## src/rtl/subtractor_param_seq.sv

```systemverilog
// Sequential unsigned subtractor: forms {1'b0,a} - {1'b0,b} one CHUNK_WIDTH slice per cycle,
// LSB first with a ripple borrow, and presents a selected slice of the difference.
module subtractor_param_seq #(
  parameter int DATA_IN_WIDTH  = 8,
  parameter int DATA_OUT_WIDTH = 8,
  parameter int CHUNK_WIDTH    = 4,
  parameter bit TAKE_MSB       = 1'b1
) (
  input  logic                      clk,
  input  logic                      rst_n,
  input  logic                      in_valid,
  output logic                      in_ready,
  input  logic [DATA_IN_WIDTH-1:0]  data_in_1,
  input  logic [DATA_IN_WIDTH-1:0]  data_in_2,
  output logic                      out_valid,
  input  logic                      out_ready,
  output logic [DATA_OUT_WIDTH-1:0] data_out,
  output logic                      borrow_out
);

  localparam int NUM_CHUNKS = DATA_IN_WIDTH / CHUNK_WIDTH;
  localparam int IDX_W      = (NUM_CHUNKS > 1) ? $clog2(NUM_CHUNKS) : 1;

  typedef enum logic [1:0] {
    IDLE = 2'd0,
    CALC = 2'd1,
    DONE = 2'd2
  } state_t;

  state_t                    state_q, state_d;
  logic [IDX_W-1:0]          idx_q, idx_d;
  logic                      borrow_q, borrow_d;
  logic [DATA_IN_WIDTH-1:0]  a_q, a_d;
  logic [DATA_IN_WIDTH-1:0]  b_q, b_d;
  logic [DATA_IN_WIDTH:0]    diff_q, diff_d;
  logic                      out_valid_q, out_valid_d;
  logic [DATA_OUT_WIDTH-1:0] data_out_q, data_out_d;
  logic                      borrow_out_q, borrow_out_d;

  logic [CHUNK_WIDTH-1:0]    a_chunk;
  logic [CHUNK_WIDTH-1:0]    b_chunk;
  logic [CHUNK_WIDTH:0]      chunk_sub;
  logic                      last_chunk;

  // MSB-aligned or LSB-aligned truncation of the full-width difference.
  function automatic logic [DATA_OUT_WIDTH-1:0] select_slice(input logic [DATA_IN_WIDTH:0] diff);
    if (TAKE_MSB) begin
      return diff[DATA_IN_WIDTH -: DATA_OUT_WIDTH];
    end else begin
      return diff[DATA_OUT_WIDTH-1:0];
    end
  endfunction

  // Current chunk difference; the top bit of the (CHUNK_WIDTH+1)-bit result is the outgoing borrow.
  always_comb begin
    a_chunk    = a_q[idx_q*CHUNK_WIDTH +: CHUNK_WIDTH];
    b_chunk    = b_q[idx_q*CHUNK_WIDTH +: CHUNK_WIDTH];
    chunk_sub  = {1'b0, a_chunk} - {1'b0, b_chunk} - {{CHUNK_WIDTH{1'b0}}, borrow_q};
    last_chunk = (idx_q == IDX_W'(NUM_CHUNKS - 1));
  end

  // Next-state and datapath update for the IDLE/CALC/DONE sequencer.
  always_comb begin
    state_d      = state_q;
    idx_d        = idx_q;
    borrow_d     = borrow_q;
    a_d          = a_q;
    b_d          = b_q;
    diff_d       = diff_q;
    out_valid_d  = out_valid_q;
    data_out_d   = data_out_q;
    borrow_out_d = borrow_out_q;
    case (state_q)
      IDLE: begin
        if (in_valid) begin
          state_d  = CALC;
          a_d      = data_in_1;
          b_d      = data_in_2;
          idx_d    = '0;
          borrow_d = 1'b0;
          diff_d   = '0;
        end else begin
          state_d = IDLE;
        end
      end
      CALC: begin
        diff_d[idx_q*CHUNK_WIDTH +: CHUNK_WIDTH] = chunk_sub[CHUNK_WIDTH-1:0];
        borrow_d = chunk_sub[CHUNK_WIDTH];
        idx_d    = idx_q + IDX_W'(1);
        if (last_chunk) begin
          diff_d[DATA_IN_WIDTH] = chunk_sub[CHUNK_WIDTH];
          state_d      = DONE;
          out_valid_d  = 1'b1;
          data_out_d   = select_slice(diff_d);
          borrow_out_d = chunk_sub[CHUNK_WIDTH];
        end else begin
          state_d = CALC;
        end
      end
      DONE: begin
        if (out_ready) begin
          state_d     = IDLE;
          out_valid_d = 1'b0;
        end else begin
          state_d = DONE;
        end
      end
      default: begin
        state_d     = IDLE;
        out_valid_d = 1'b0;
      end
    endcase
  end

  // State and datapath registers; reset aborts any operation in flight.
  always_ff @(posedge clk or negedge rst_n) begin
    if (!rst_n) begin
      state_q      <= IDLE;
      idx_q        <= '0;
      borrow_q     <= 1'b0;
      a_q          <= '0;
      b_q          <= '0;
      diff_q       <= '0;
      out_valid_q  <= 1'b0;
      data_out_q   <= '0;
      borrow_out_q <= 1'b0;
    end else begin
      state_q      <= state_d;
      idx_q        <= idx_d;
      borrow_q     <= borrow_d;
      a_q          <= a_d;
      b_q          <= b_d;
      diff_q       <= diff_d;
      out_valid_q  <= out_valid_d;
      data_out_q   <= data_out_d;
      borrow_out_q <= borrow_out_d;
    end
  end

  assign in_ready   = (state_q == IDLE);
  assign out_valid  = out_valid_q;
  assign data_out   = data_out_q;
  assign borrow_out = borrow_out_q;

endmodule

```

## config.mk

```make
export PLATFORM = sky130hd
export DESIGN_NAME = subtractor_param_seq
export DESIGN_NICKNAME = d
export VERILOG_FILES = /design/src/rtl/subtractor_param_seq.sv
export SDC_FILE = /design/constraint.sdc
export NUM_CORES = 1
export LEC_CHECK = 0
export BUFFER_PORTS_ARGS = -buffer_cell sky130_fd_sc_hd__buf_2
export CAP_MARGIN = 20
export CORE_MARGIN = 4
export CORE_UTILIZATION = 55
export CTS_CLUSTER_SIZE = 14
export DETAILED_ROUTE_END_ITERATION = 8
export PLACE_DENSITY_LB_ADDON = 0.12
export SYNTH_ARGS = -nofsm -noshare
export SYNTH_HDL_FRONTEND = slang
export SYNTH_SLANG_ARGS = --single-unit
```

## constraint.sdc

```tcl
create_clock -name clk -period 5.53 [get_ports clk]
set_input_delay 0.8295 -clock clk [delete_from_list [all_inputs] [get_ports clk]]
set_output_delay 0.8295 -clock clk [all_outputs]
set_load 0.1 [all_outputs]
```

# Word-level counts from Yosys, hierarchy flattened

Index checks and enable logic that the tools add are counted.

Add/subtract/negate cells: 4
Eq/ne operators: 5
Shift-type cells: 4
Muxes and demuxes: 14
Bitwise gates (word level): 1
Reductions and logical operators: 6

Operators with widths:

| kind                                                  | number |
|---|---|
| negation 3 -> 34 bit                                  | 1 |
| variable shift 4 x 34 -> 9 bit (first input constant) | 1 |
| variable part select 4 x 34 -> 9 bit                  | 1 |
| case mux 9 bit (2 select lines)                       | 1 |
| variable part select 8 x 4 -> 4 bit                   | 2 |
| bitwise mux 9 bit                                     | 1 |
| 2-to-1 mux 9 bit                                      | 1 |
| inequality test 2 bit (second input constant)         | 3 |
| case mux 2 bit (3 select lines)                       | 1 |
| AND reduction 2 bit                                   | 3 |
| 2-to-1 mux 1 bit                                      | 5 |
| subtractor 4 x 4 -> 5 bit                             | 1 |
| subtractor 5 x 1 -> 5 bit                             | 1 |
| 2-to-1 mux 2 bit                                      | 2 |
| case mux 1 bit (2 select lines)                       | 2 |
| case mux 1 bit (3 select lines)                       | 1 |
| AND reduction 3 bit                                   | 1 |
| == test 2 x 1 -> 1 bit (second input constant)        | 1 |
| == test 2 bit (second input constant)                 | 1 |
| logical NOT 2 bit                                     | 1 |
| nonzero test 2 bit                                    | 1 |
| adder 1 bit (second input constant)                   | 1 |
| inverter 1 bit                                        | 1 |

Flip-flop bits (word level): 39
Input bits: 20
Output and inout bits: 11
Logic and storage cells: 43

# Logic depth before layout (Yosys ltp)

Depth after elaboration: 7
Gate-level depth with buffers: 9
Mapped depth without buffers: 7

# Worst setup path after synthesis

No wires, ideal clock.

Path kind: reg-to-reg
Start: reg idx_q
End: reg data_out_q[7], in the netlist data_out[7]
Library setup time: 129 ps
Data arrival time: 2332 ps
Data required time: 5401 ps
Setup slack: 3069 ps
Cell stages (with the launch flop): 10
Path buffers: 2
Period minus slack after synthesis: 2461 ps
Cells stage by stage: dfrtp_1 > buf_6 > buf_2 > mux2_2 > fa_1 > fa_1 > nand2b_1 > a21oi_1 > xnor2_1 > o21ai_0

Longest elaborated chain between the ends: 3
Elaborated cells on any way between the ends: 5
Those cells by class: 2 x add/sub; 2 x shift; 1 x reduce/logical

RTL lines:

| item                                                          | RTL line | text |
|---|---|---|
| from (decl)                                                   | 31       | `logic [IDX_W-1:0] idx_q, idx_d;` |
| from (signal assigned)                                        | 129      | `idx_q <= idx_d;` |
| variable part select 8 x 4 -> 4 bit, on equally long branches | 56, 57   |  |
| subtractor 4 x 4 -> 5 bit                                     | 58       | `chunk_sub = {1'b0, a_chunk} - {1'b0, b_chunk} - {{CHUNK_WIDTH{1'b0}}, borrow_q};` |
| subtractor 5 x 1 -> 5 bit                                     | 58       |  |
| to (signal assigned)                                          | 135      | `data_out_q <= data_out_d;` |
| to (decl)                                                     | 37       | `logic [DATA_OUT_WIDTH-1:0] data_out_q, data_out_d;` |

Several ways; a longest one is shown, not always the timed one.
A chain may end at the register's enable or synchronous reset.

# Worst setup path in the final report

Start: reg idx_q
End: reg borrow_q

Longest elaborated chain between the ends: 4
Elaborated cells on any way between the ends: 5
Those cells by class: 2 x add/sub; 2 x shift; 1 x mux

RTL lines:

| item                                                          | RTL line | text |
|---|---|---|
| variable part select 8 x 4 -> 4 bit, on equally long branches | 56, 57   |  |
| subtractor 4 x 4 -> 5 bit (*)                                 | 58       |  |
| subtractor 5 x 1 -> 5 bit (*)                                 | 58       |  |
| case mux 1 bit (2 select lines) (*)                           | 73       | `case (state_q)` |
| to (signal assigned)                                          | 130      | `borrow_q <= borrow_d;` |
| to (decl)                                                     | 32       | `logic borrow_q, borrow_d;` |

Every way passes the cells marked *; elsewhere a longest branch is shown, timed or not.

==> impl_metrics.env <==
export IMPL_status="finished, final reports clean"
export IMPL_cts_max_level=2
export IMPL_cts_resized=0
export IMPL_final_nets=201
export IMPL_grt_setup_unrepaired="false"
export IMPL_synth_area_mm2=0.00151
export IMPL_rrSetupSlack_ns=2.86
export IMPL_die_w_um=60.3
export IMPL_grt_overflow_total=0
export IMPL_slew_headroom_pct=54.7
export IMPL_drc_errors=0
export IMPL_drive_above_1_share_pct=28.4
export IMPL_clkTransAtPathRegs_ns=0.10
export IMPL_worstSetupPathType="register to register"
export IMPL_grt_max_degree=33
export IMPL_insertion_delay_ns=0.33
export IMPL_ioPinCount=31
export IMPL_rows=18
export IMPL_hp_class="register to register"
export IMPL_rr_worst_depth=7
export IMPL_numCtsBuffers=5
export IMPL_antenna_found_initial=0
export IMPL_synth_warnings=0
export IMPL_synth_largest_area_cell="dfrtp_1"
export IMPL_clock_sinks=32
export IMPL_arrival_ns=2.88
export IMPL_dieArea_mm2=0.00364
export IMPL_syn_inst=146
export IMPL_cp_num_buf_inv=0
export IMPL_tns_ns=0
export IMPL_setup_viol=0
export IMPL_fmax_mhz=374
export IMPL_r2r_start="idx_q"
export IMPL_fin_crit_sh_pct=48.4
export IMPL_whs_ns=0.486
export IMPL_max_cap_viol_count=0
export IMPL_cts_buffer_depth=2
export IMPL_ys_seq_area_share_pct=53.2
export IMPL_vias=1049
export IMPL_crit_path_frequent_cell="fa_1"
export IMPL_cp_max_fo=12
export IMPL_drt_initial_drc_count=27
export IMPL_grt_usage_pct=17.8
export IMPL_die_h_um=60.3
export IMPL_cp_depth=7
export IMPL_maxSlewViolCount=0
export IMPL_placedCellCount=198
export IMPL_synth_most_common_cell="nand2_1"
export IMPL_post_cts_buffers=0
export IMPL_end_kind="register"
export IMPL_wl_um=2640
export IMPL_port_buffers=30
export IMPL_post_drt_wl_per_cell_um=12.8
export IMPL_crit_end="borrow_q"
export IMPL_core_area_mm2=0.00254
export IMPL_via_per_inst=5.09
export IMPL_cts_root_buf="clkbuf_4"
export IMPL_finalClockSkew_ns=0.00517
export IMPL_dr_pass1_iters=4
export IMPL_r2r_end="borrow_q"
export IMPL_worstSetupStartpointType="register"
export IMPL_cp_slowest_cell="dfrtp_1"
export IMPL_async_flop_share_pct=100
export IMPL_synth_area_leaders="dfrtp_1 53%, nand2_1 14%, mux2_2 6.0%, ha_1 3.3%, fa_1 2.7%"
export IMPL_max_stage_delay_ns=0.69
export IMPL_initial_utilization_pct=59.2
export IMPL_crit_chain="mux2_2 -> fa_1 -> fa_1 -> nand2b_1 -> a21oi_1 -> xnor2_1 -> o21ai_0"
export IMPL_synth_edf_count=0
export IMPL_crit_family="adder cells"
export IMPL_period_needed_ns=2.67
export IMPL_synth_commonest_cells="57 x nand2_1, 32 x dfrtp_1, 8 x mux2_2"
export IMPL_tritoncts="done"
export IMPL_grt_pass1_wl_um=4700
export IMPL_worst_pin_slew_ns=0.679
export IMPL_holdBufCountCts=0
export IMPL_syn_nets=172
export IMPL_n_antenna_cell=0
export IMPL_crit_required_ns=5.74
export IMPL_final_antenna_net_count=0
export IMPL_synth_cell_types=26
export IMPL_ys_flop_type="dfrtp_1"
export IMPL_crit_path_start="idx_q"
export IMPL_dp_hpwl_um=1970
export IMPL_grt_pass1_vias=1087
export IMPL_synth_top_area_share_pct=53.2
export IMPL_stdcell_count=206
export IMPL_postSynthAreaPerCell_um2=10.3
export IMPL_hold_viol=0
export IMPL_area_delta_synth_final_pct=12.6
export IMPL_synth_seq_cells=32
export IMPL_gp_congestion=0.791
export IMPL_worstHoldPathCells=2
logic make-up after synthesis:
| group | Yosys count | synth area share, % |
|---|---|---|
| fa+ha+maj | 6 | 5.98 |
| mux | 13 | 9.63 |
| xor+xnor | 3 | 2.24 |
| flops | 32 | 53.2 |
| compound gates | 12 | 5.81 |
| buf+inv | 13 | 4.98 |
| simple gates | 67 | 18.2 |
layer usage:
layer | global-route usage [%] | routed length [um] | vias to the layer above
met5 | 0 | 0 | -
met4 | 5.70 | 30 | 0
met3 | 6.38 | 151 | 5
met2 | 31.3 | 1380 | 22
met1 | 20.1 | 1080 | 501
li1 | - | - | 521
how the worst min path moves through the flow:
stage	end	startpoint	slack [ns]
after floorplan	a_q[4]	a_q[4]	0.44
after global placement	b_q[6]	b_q[6]	0.46
after detailed placement	b_q[2]	b_q[2]	0.46
after CTS	a_q[5]	a_q[5]	0.49
after global routing	diff_q[3]	diff_q[3]	0.52
final	a_q[5]	a_q[5]	0.49
layout make-up:
type / count / area, um^2
sequential: 32 / 801
fill: 214 / 848
tap: 30 / 37.5
clock buffer: 8 / 58.8
inverter: 5 / 18.8
timing repair buffer: 30 / 150
multi-input combinational: 101 / 631
tightest hold or removal path, cell delays in order, from the launching register on:
cell,delay (ns)
dfrtp_1,0.36
nand2_1,0.05
nand2_1,0.05
flip-flops by register name (all words and copies together) (netlist names):
name	flops
state_q	2
out_valid	1
a_q	8
b_q	8
diff_q	3
data_out	8
idx_q	1
borrow_q	1
through the flow:
stage          instance area [um^2]  util [%]  setup slack, ns
2_1_floorplan                  1510         -             3.07
3_3_place_gp                   1640      64.4             2.96
3_5_place_dp                   1640      64.4             2.86
4_1_cts                        1700      66.7             2.85
5_1_grt                        1700      66.7             2.72
6_report                       1700      66.7             2.86
cell usage in the layout, fill, tap and decap left out, drive strengths merged, types with 2 or more instances in the layout:
cell type	synthesis	final
a21oi	3	3
buf	8	30
clkbuf	0	8
dfrtp	32	32
fa	2	2
ha	4	4
inv	5	5
mux2	9	9
mux2i	4	4
nand2	57	57
nand2b	3	3
nor2	5	5
o21ai	4	4
o2bb2ai	2	2
xnor2	2	2
Power is left out: the tool's default activity adds up to more than one toggle a clock period on the data nets, which glitch-free logic cannot reach.
